**src/rtl/button_port.sv**
```systemverilog
// button_port: four active-low push buttons with synchronizer, per-key
// debounce, press-pending flags with write-one-to-clear, interrupt mask,
// 8-bit press counter, and a small combinational read window.
module button_port #(
    parameter int unsigned DB_CYCLES = 16
) (
    input  logic        clk,
    input  logic        reset,
    input  logic [3:0]  key_n,
    input  logic        sel,
    input  logic [1:0]  addr,
    input  logic        we,
    input  logic [31:0] wdata,
    output logic [31:0] rdata,
    output logic        irq
);

    localparam logic [15:0] CNT_MAX = 16'(DB_CYCLES - 1);

    logic [3:0]  sync1_q, sync1_d;
    logic [3:0]  sync2_q, sync2_d;
    logic [3:0]  level_q, level_d;
    logic [15:0] cnt_q [4];
    logic [15:0] cnt_d [4];
    logic [3:0]  pend_q, pend_d;
    logic [3:0]  mask_q, mask_d;
    logic [7:0]  count_q, count_d;
    logic [3:0]  arm_q, arm_d;
    logic [1:0]  warm_q, warm_d;

    logic [3:0]  pressed_raw;
    logic [3:0]  press;
    logic [2:0]  press_cnt;
    logic        wr_pend, wr_mask, wr_count;
    logic        unused_wdata;

    // Upper write-data bits carry no register state.
    always_comb unused_wdata = ^wdata[31:4];

    // Two-flop synchronizer feed; sync2 holds the sampled button image.
    always_comb begin
        sync1_d = key_n;
        sync2_d = sync1_q;
    end

    // Per-key stability counter and debounced level (1 = pressed).
    always_comb begin
        pressed_raw = ~sync2_q;
        level_d     = level_q;
        for (int unsigned i = 0; i < 4; i++) begin
            cnt_d[i] = cnt_q[i];
            if (pressed_raw[i] == level_q[i]) begin
                cnt_d[i] = '0;
            end else if (cnt_q[i] < CNT_MAX) begin
                cnt_d[i] = cnt_q[i] + 16'd1;
            end else begin
                level_d[i] = pressed_raw[i];
                cnt_d[i]   = '0;
            end
        end
    end

    // A key is armed once it has been seen released after reset, so a key
    // held through reset re-qualifies its level without reporting a press.
    // warm_q skips the first two edges while sync2 still shows reset values.
    always_comb begin
        warm_d = (warm_q == 2'd2) ? warm_q : warm_q + 2'd1;
        arm_d  = arm_q | ({4{warm_q == 2'd2}} & sync2_q);
    end

    // Press events and number of keys pressed on this edge.
    always_comb begin
        press     = level_d & ~level_q & arm_q;
        press_cnt = '0;
        for (int unsigned i = 0; i < 4; i++) begin
            press_cnt = press_cnt + {2'b00, press[i]};
        end
    end

    // Register writes: W1C pending (press wins), mask load, count clear.
    always_comb begin
        wr_pend  = sel && we && (addr == 2'd1);
        wr_mask  = sel && we && (addr == 2'd2);
        wr_count = sel && we && (addr == 2'd3);
        pend_d   = (pend_q & ~(wr_pend ? wdata[3:0] : 4'b0000)) | press;
        mask_d   = wr_mask ? wdata[3:0] : mask_q;
        count_d  = (wr_count ? 8'd0 : count_q) + {5'd0, press_cnt};
    end

    // State registers.
    always_ff @(posedge clk or posedge reset) begin
        if (reset) begin
            sync1_q <= '1;
            sync2_q <= '1;
            level_q <= '0;
            for (int unsigned i = 0; i < 4; i++) begin
                cnt_q[i] <= '0;
            end
            pend_q  <= '0;
            mask_q  <= '0;
            count_q <= '0;
            arm_q   <= '0;
            warm_q  <= '0;
        end else begin
            sync1_q <= sync1_d;
            sync2_q <= sync2_d;
            level_q <= level_d;
            for (int unsigned i = 0; i < 4; i++) begin
                cnt_q[i] <= cnt_d[i];
            end
            pend_q  <= pend_d;
            mask_q  <= mask_d;
            count_q <= count_d;
            arm_q   <= arm_d;
            warm_q  <= warm_d;
        end
    end

    // Read mux; zero when not selected.
    always_comb begin
        rdata = '0;
        if (sel) begin
            case (addr)
                2'd0:    rdata = {28'd0, level_q};
                2'd1:    rdata = {28'd0, pend_q};
                2'd2:    rdata = {28'd0, mask_q};
                default: rdata = {24'd0, count_q};
            endcase
        end
    end

    // Interrupt formed only from registered pending and mask bits.
    always_comb irq = |(pend_q & mask_q);

endmodule

```
**config.mk**
```make
export PLATFORM = sky130hd
export DESIGN_NAME = button_port
export DESIGN_NICKNAME = d
export VERILOG_FILES = /design/src/rtl/button_port.sv
export SDC_FILE = /design/constraint.sdc
export NUM_CORES = 1
export LEC_CHECK = 0
export ABC_AREA = 1
export CORE_MARGIN = 8
export CORE_UTILIZATION = 57
export CTS_BUF_LIST = sky130_fd_sc_hd__clkbuf_2 sky130_fd_sc_hd__clkbuf_4 sky130_fd_sc_hd__clkbuf_8
export DETAILED_ROUTE_END_ITERATION = 12
export PLACE_DENSITY_LB_ADDON = 0.3
export SKIP_LAST_GASP = 1
export SLEW_MARGIN = 20
export SYNTH_ARGS = -nofsm -noshare
export SYNTH_HDL_FRONTEND = slang
export SYNTH_SLANG_ARGS = --single-unit
export TNS_END_PERCENT = 100
```
**constraint.sdc**
```tcl
create_clock -name clk -period 6.5 [get_ports clk]
set_input_delay 1.95 -clock clk [delete_from_list [all_inputs] [get_ports clk]]
set_output_delay 1.95 -clock clk [all_outputs]
set_load 0.01 [all_outputs]
```
[Yosys cells after proc, flatten, opt, wreduce, memory -nomap -nowiden]
Index checks and enable logic that the tools add are counted.
W data, S select, Z words.
Storage, ports and cells
  flip-flop bits (word level): 98
  word-level logic and storage cells: 69
Operators by class
  add/subtract/negate cells: 9
  magnitude comparators: 4
  equality and inequality tests: 8
  muxes and demuxes: 20
  bitwise gates (word level): 10
  reductions and logical operators: 6
Operators by type and width (count)
  $mux W16: 8
  $add A16 B1 Y16 const B: 4
  $lt A16 B4 Y1 const B: 4
  $pmux W8 S3: 1
  $and A4 B4 Y4: 5
  $mux W8: 2
  $not A4 Y4: 3
  $add A8 B3 Y8: 1
  $mux W1: 8
  $or A4 B4 Y4: 2
  $eq A2 B2 Y1 const B: 3
  $eq A1 B1 Y1: 4
  $logic_and A1 B1 Y1: 4
  $mux W4: 1
  $reduce_or A4 Y1: 1
  $add A2 B1 Y3: 1
  $add A3 B1 Y3: 1
  $add A1 B1 Y2: 1
  $add A2 B1 Y2 const B: 1
  $eq A2 B1 Y1 const B: 1
  $logic_not A2 Y1: 1

[Logic depth before layout (Yosys ltp)]
Gate-level depths: netlist (run 1).
  depth in word-level cells: 9
  depth in mapped cells: 18

[Worst setup path before layout (run 1)]
No wires, ideal clock.
  kind: in2out
  start point: input port addr[0]
  end point: output port rdata[2]
  data arrival time: 2.459 ns
  required time: 4.550 ns
  path slack: 2.091 ns
  stages on the path: 6
  cells stage by stage: inv_1 -> nor2_1 -> nand2_1 -> nand3_1 -> o211ai_1 -> inv_1
On the way
  word-level cells in the longest chain between the ends: 3
  elaborated cells on any way between the ends: 5
  classes of those cells: eq/ne (2); mux (2); reduce/logical (1)
RTL lines
  start: declaration: RTL line 11  | input logic [1:0] addr,
  $eq A2 B2 Y1 (tied with other cells): RTL line 123  | case (addr)
  $pmux W8 S3 (*): RTL line 123
  $mux W8 (*): RTL line 122  | if (sel) begin
  end: declaration: RTL line 14  | output logic [31:0] rdata,
Mark *: on every way between the ends. The rest lies on a longest branch, timed or not.

[Worst setup path in the final report (run 1)]
Same ends and word-level chain as after synthesis.

==> run metrics, run 1 <==
Synth cell types=23; status=finished, final reports clean; Hold-fix buffers, CTS=0; Num CTS Buffers=9; DPL Wire Length=4350 um; initial antenna violation count=0; # resized after CTS=0; clock-pin slew on the worst setup and hold paths=0.08 ns; Root Driver=clkbuf_8; internal power=888 uW; Switch Pwr=305 uW; peak supply drop=158 uV; Synth Flop Type=dfrtp_1; Slew Limit Fails=0; All-Layer GR Usage=0.138; Fmax=0.178 GHz; postcts setup bufs=0; drt pass-1 iters=4; PwrDens=267 nW/um2; setup TNS=0 ns; RSZ-0062 raised after global routing=no; Rows=30; DIE WIDTH=98.4 um; clock tree sinks=98; I/O Buffers=22; H-tree depth=3; Design Power=1190 uW; Slew Limit Headroom=0.515; area grow syn2layout=15.6%; WP data arrival=3.68 ns; CTS tree=built; critical path class=in2out; CP endpoint kind=primary output; Hold Vio Cnt, Final=0; Mapped Cells=376; vias in the first global route=2480; crit path max fanout=6; WHS=0.358 ns; Combinational Power Share=0.127; Nets=508; worst slew pin tran=0.728 ns; clock period minus worst slack=5.63 ns; EDFF count, synth=0; drt drc=0; Post-Route WL=5850 um; vias post-DR=2442; post-synthesis sequential element count=98; total die area=9680 um2; drt initial violations=86; async set or reset register ratio after synthesis=1.00; Core ar.=6680 um2; Period Utilization, post-route=0.866; largest net degree at the start of global routing=65; post-synthesis sequential area ratio=0.636; Die H=98.4 um; total of max-cap violations=0; Post-Syn Area=3870 um2; Post-Place Setup Slack=0.876 ns; Bufs on Longest Clock Path=2; grt total ovfl=0; Clock Power Share=0.299; Ant. Diodes=0; leakage power=0.00223 uW; PnR worst setup slack=0.868 ns; GP Congestion=0.828; placed cell area=4280 um2; initial core utilization=0.579; commonest cells after routing, fill and taps aside=dfrtp_1 (90), nand2_1 (72), conb_1 (72); vias per cell=4.51; Final Skew=0.00891 ns; share of power burned in registers=0.574; average size of a mapped cell=10.3 um2; global-route wire length before repair=10600 um; Ys Warns=0; Detail Route Antenna Nets=0; most common cell after layout, fill and taps aside=dfrtp_1; final setup fails=0; Final Cell Area=4470 um2; Worst setup SP type=input port; fraction of layout cells with a size suffix above 1=0.0693; critical path required time=4.55 ns; average wire per standard cell=10.8 um; Sw Ratio=0.255; I/O pin count=75; Hold Crit Class=reg2reg; worst skew pair latency=0.35 ns
## logic make-up (layout without fill, tap and decap cells)
group           count (synthesis)  in the layout  share of synthesized area
fa+ha+maj                       9              9                     0.0349
other cells                     1             72                   0.000969
simple gates                  162            162                      0.173
flops                          98             98                      0.636
buf+inv                        69             84                     0.0902
compound gates                 22             22                     0.0301
xor+xnor                       15             15                     0.0340
## worst max-delay path, cell delays in order
cell             delay (ns)
clkdlybuf4s50_1        0.57
inv_1                  0.06
nor2_1                 0.26
nand2_1                0.09
nand3_1                0.09
o211ai_1               0.08
inv_1                  0.06
clkdlybuf4s50_1        0.53
## metrics by stage
stage,instances,utilization
after detailed placement,526,0.641
final,542,0.669
after global placement,526,0.641
after floorplan,447,-
after global routing,542,0.669
after CTS,542,0.669
## cell type report
| cell class | count | area (um2) |
|---|---|---|
| sequential | 98 | 2460 |
| clock buffer | 14 | 174 |
| tap | 80 | 100 |
| clock inverter | 2 | 12.5 |
| timing repair buffer | 23 | 228 |
| fill | 526 | 2210 |
| inverter | 45 | 171 |
| multi-input combinational | 280 | 1320 |
## Yosys cell counts (5+ instances only)
cell	instances	area, um2
inv_1	44	165
xnor2_1	10	87.6
nand2_1	72	270
nor2_1	52	195
o21ai_0	18	90.1
buf_4	24	180
dfstp_2	8	210
nand3_1	22	110
xor2_1	5	43.8
dfrtp_1	90	2250
ha_1	6	75.1
nor3_1	8	40.0
## flip-flops by register name (all words and copies together) (netlist names)
register and flops:
pend_q 4, mask_q 4, sync1_q 4, level_q 4, warm_q 2, count_q 8, cnt_q 64, arm_q 4
sync2_q 4
## final timing paths
| kind | startpoint | endpoint | slack (ns) | depth (start not counted) |
|---|---|---|---|---|
| setup / recovery | addr[0] | rdata[2] | 0.87 | 8 |
| hold reg to reg | sync1_q[1] | sync2_q[1] | 0.36 | 0 |
| setup reg to reg | cnt_q[32] | count_q[6] | 3.05 | 15 |
| min in group asynchronous | reset | cnt_q[14] | 2.08 | 2 |
| max in group asynchronous | reset | sync2_q[2] | 3.48 | 3 |
| hold / removal | sync1_q[1] | sync2_q[1] | 0.36 | 0 |
## power groups by stage
stage / sequential [uW] / combinational (uW) / clock (uW)
after floorplan: 687 / 118 / 0
after global placement: 693 / 143 / 0
after detailed placement: 696 / 151 / 0
after CTS: 684 / 152 / 372
after global routing: 690 / 178 / 394
final: 684 / 151 / 357
## per-layer routing
metal  part of all wire  track usage
met2               0.46        0.223
met5                  0            0
met3              0.075       0.0420
met4              0.025       0.0933
met1               0.43        0.153
Power figures use the tool's default switching activity.
==> run 2: changes to the inputs <==
==> constraint.sdc (replaced) <==
create_clock -name clk -period 6.7 [get_ports clk]
set_input_delay 0.67 -clock clk [delete_from_list [all_inputs] [get_ports clk]]
set_output_delay 0.67 -clock clk [all_outputs]
set_load 0.01 [all_outputs]
==> run metrics, run 2 (synthesized netlist as in run 1, its figures left out) <==
clock period minus worst slack=3.42 ns; max reg flops=64; I/O Buffers=22; initial antenna violation count=0; worst skew pair latency=0.35 ns; PnR worst setup slack=3.28 ns; critical path required time=6.95 ns; GP Congestion=0.818; Root Driver=clkbuf_8; crit path max fanout=3; DIE WIDTH=98.4 um; area grow syn2layout=16.2%; peak supply drop=161 uV; Ant. Diodes=0; critical path class=reg2reg; Period Utilization, post-route=0.511; Worst setup SP type=flip-flop; total of max-cap violations=0; Hold Vio Cnt, Final=0; Nets=508; drt drc=0; I/O pin count=75; setup TNS=0 ns; H-tree depth=3; All-Layer GR Usage=0.140; # resized after CTS=0; Bufs on Longest Clock Path=2; Post-Place Setup Slack=3.27 ns; PwrDens=269 nW/um2; vias post-DR=2405; Slew Limit Headroom=0.496; Post-Route WL=6180 um; Num CTS Buffers=9; CTS tree=built; commonest cells after routing, fill and taps aside=dfrtp_1 (90), nand2_1 (72), conb_1 (72); Seq. cell area=2460 um2; Largest Register=cnt_q; postcts setup bufs=0; largest net degree at the start of global routing=55; average wire per standard cell=11.4 um; Filler Cells Inserted=535; final setup fails=0; Final Skew=0.0122 ns; WP data arrival=3.67 ns; grt total ovfl=0; DPL Wire Length=4450 um; Core ar.=6680 um2; Detail Route Antenna Nets=0; fraction of layout cells with a size suffix above 1=0.0672; Die H=98.4 um; vias in the first global route=2503; RSZ-0062 raised after global routing=no; vias per cell=4.45; Slew Limit Fails=0; drt pass-1 iters=4; status=finished, final reports clean; leakage power=0.00224 uW; Hold Crit Class=reg2reg; most common cell after layout, fill and taps aside=dfrtp_1; Largest regs=cnt_q x64, count_q x8; total die area=9680 um2; multi-input logic area=1320 um2; Rows=30; clock tree sinks=98; CP endpoint kind=flip-flop; worst slew pin tran=0.755 ns; clock-pin slew on the worst setup and hold paths=0.09 ns; Hold-fix buffers, CTS=0; global-route wire length before repair=10800 um; initial core utilization=0.579; Fmax=0.292 GHz; drt initial violations=145
==> run 2: changes by cell type in the layout (fill, tap and decap cells not counted) <==
| cell | before | now |
|---|---|---|
| clkinv_2 | 1 | 3 |
| clkinvlp_4 | 1 | 0 |
| clkbuf_8 | 11 | 9 |
| inv_4 | 1 | 0 |
| inv_6 | 0 | 1 |
| clkbuf_4 | 3 | 1 |
| bufinv_16 | 0 | 2 |
==> run 2: layout make-up <==
cell class              instances  area share
well taps                      80      0.0223
inverters                      45      0.0379
flip-flops and latches         98       0.548
repair buffers                 23      0.0507
clock buffers                  10      0.0292
multi-input cells             280       0.295
clock inverters                 5      0.0175
==> run 2: path summary, 6_finish.rpt <==
kind	slack, ns	endpoint	cells past startpoint	from
hold reg to reg	0.36	sync2_q[0]	0	sync1_q[0]
setup reg to reg	3.28	count_q[6]	15	cnt_q[48]
setup / recovery	3.28	count_q[6]	15	cnt_q[48]
max in group asynchronous	4.85	cnt_q[62]	3	reset
hold / removal	0.36	sync2_q[0]	0	sync1_q[0]
min in group asynchronous	0.74	cnt_q[1]	2	reset
==> run 2: stage by stage <==
stage          cell area [um2]  std cells   util  hold slack (ns)  power [uW]
3_3_place_gp              4280        526  0.641            0.346         811
3_5_place_dp              4280        526  0.641            0.348         819
6_report                  4490        541  0.673            0.363        1210
2_1_floorplan             4140        447      -            0.345         781
5_1_grt                   4490        541  0.673            0.368        1280
4_1_cts                   4490        541  0.673            0.364        1220
==> run 2: critical path, stage by stage, from the launching register on <==
cell,delay (ns)
dfrtp_1,0.40
ha_1,0.23
nand3_1,0.09
nand2_1,0.05
nor3_1,0.27
nand2_1,0.12
nand2_1,0.11
inv_1,0.07
fa_1,0.54
inv_1,0.06
fa_1,0.43
fa_1,0.49
nor2_1,0.16
nand3_1,0.11
o21bai_1,0.14
nand2_1,0.07
==> run 2: report_power, final <==
part / internal [uW] / total, uW / switching [uW]
clock network: 213 / 401 / 189
logic: 56.8 / 147 / 90.0
registers: 637 / 663 / 25.8
==> run 2: per-layer routing <==
| layer | vias to the layer above | GRT usage | share of wire |
|---|---|---|---|
| met2 | 65 | 0.237 | 0.47 |
| met1 | 1107 | 0.155 | 0.44 |
| met3 | 9 | 0.0569 | 0.075 |
| li1 | 1224 | - | - |
| met5 | - | 0 | 0 |
| met4 | 0 | 0.0519 | 0.012 |
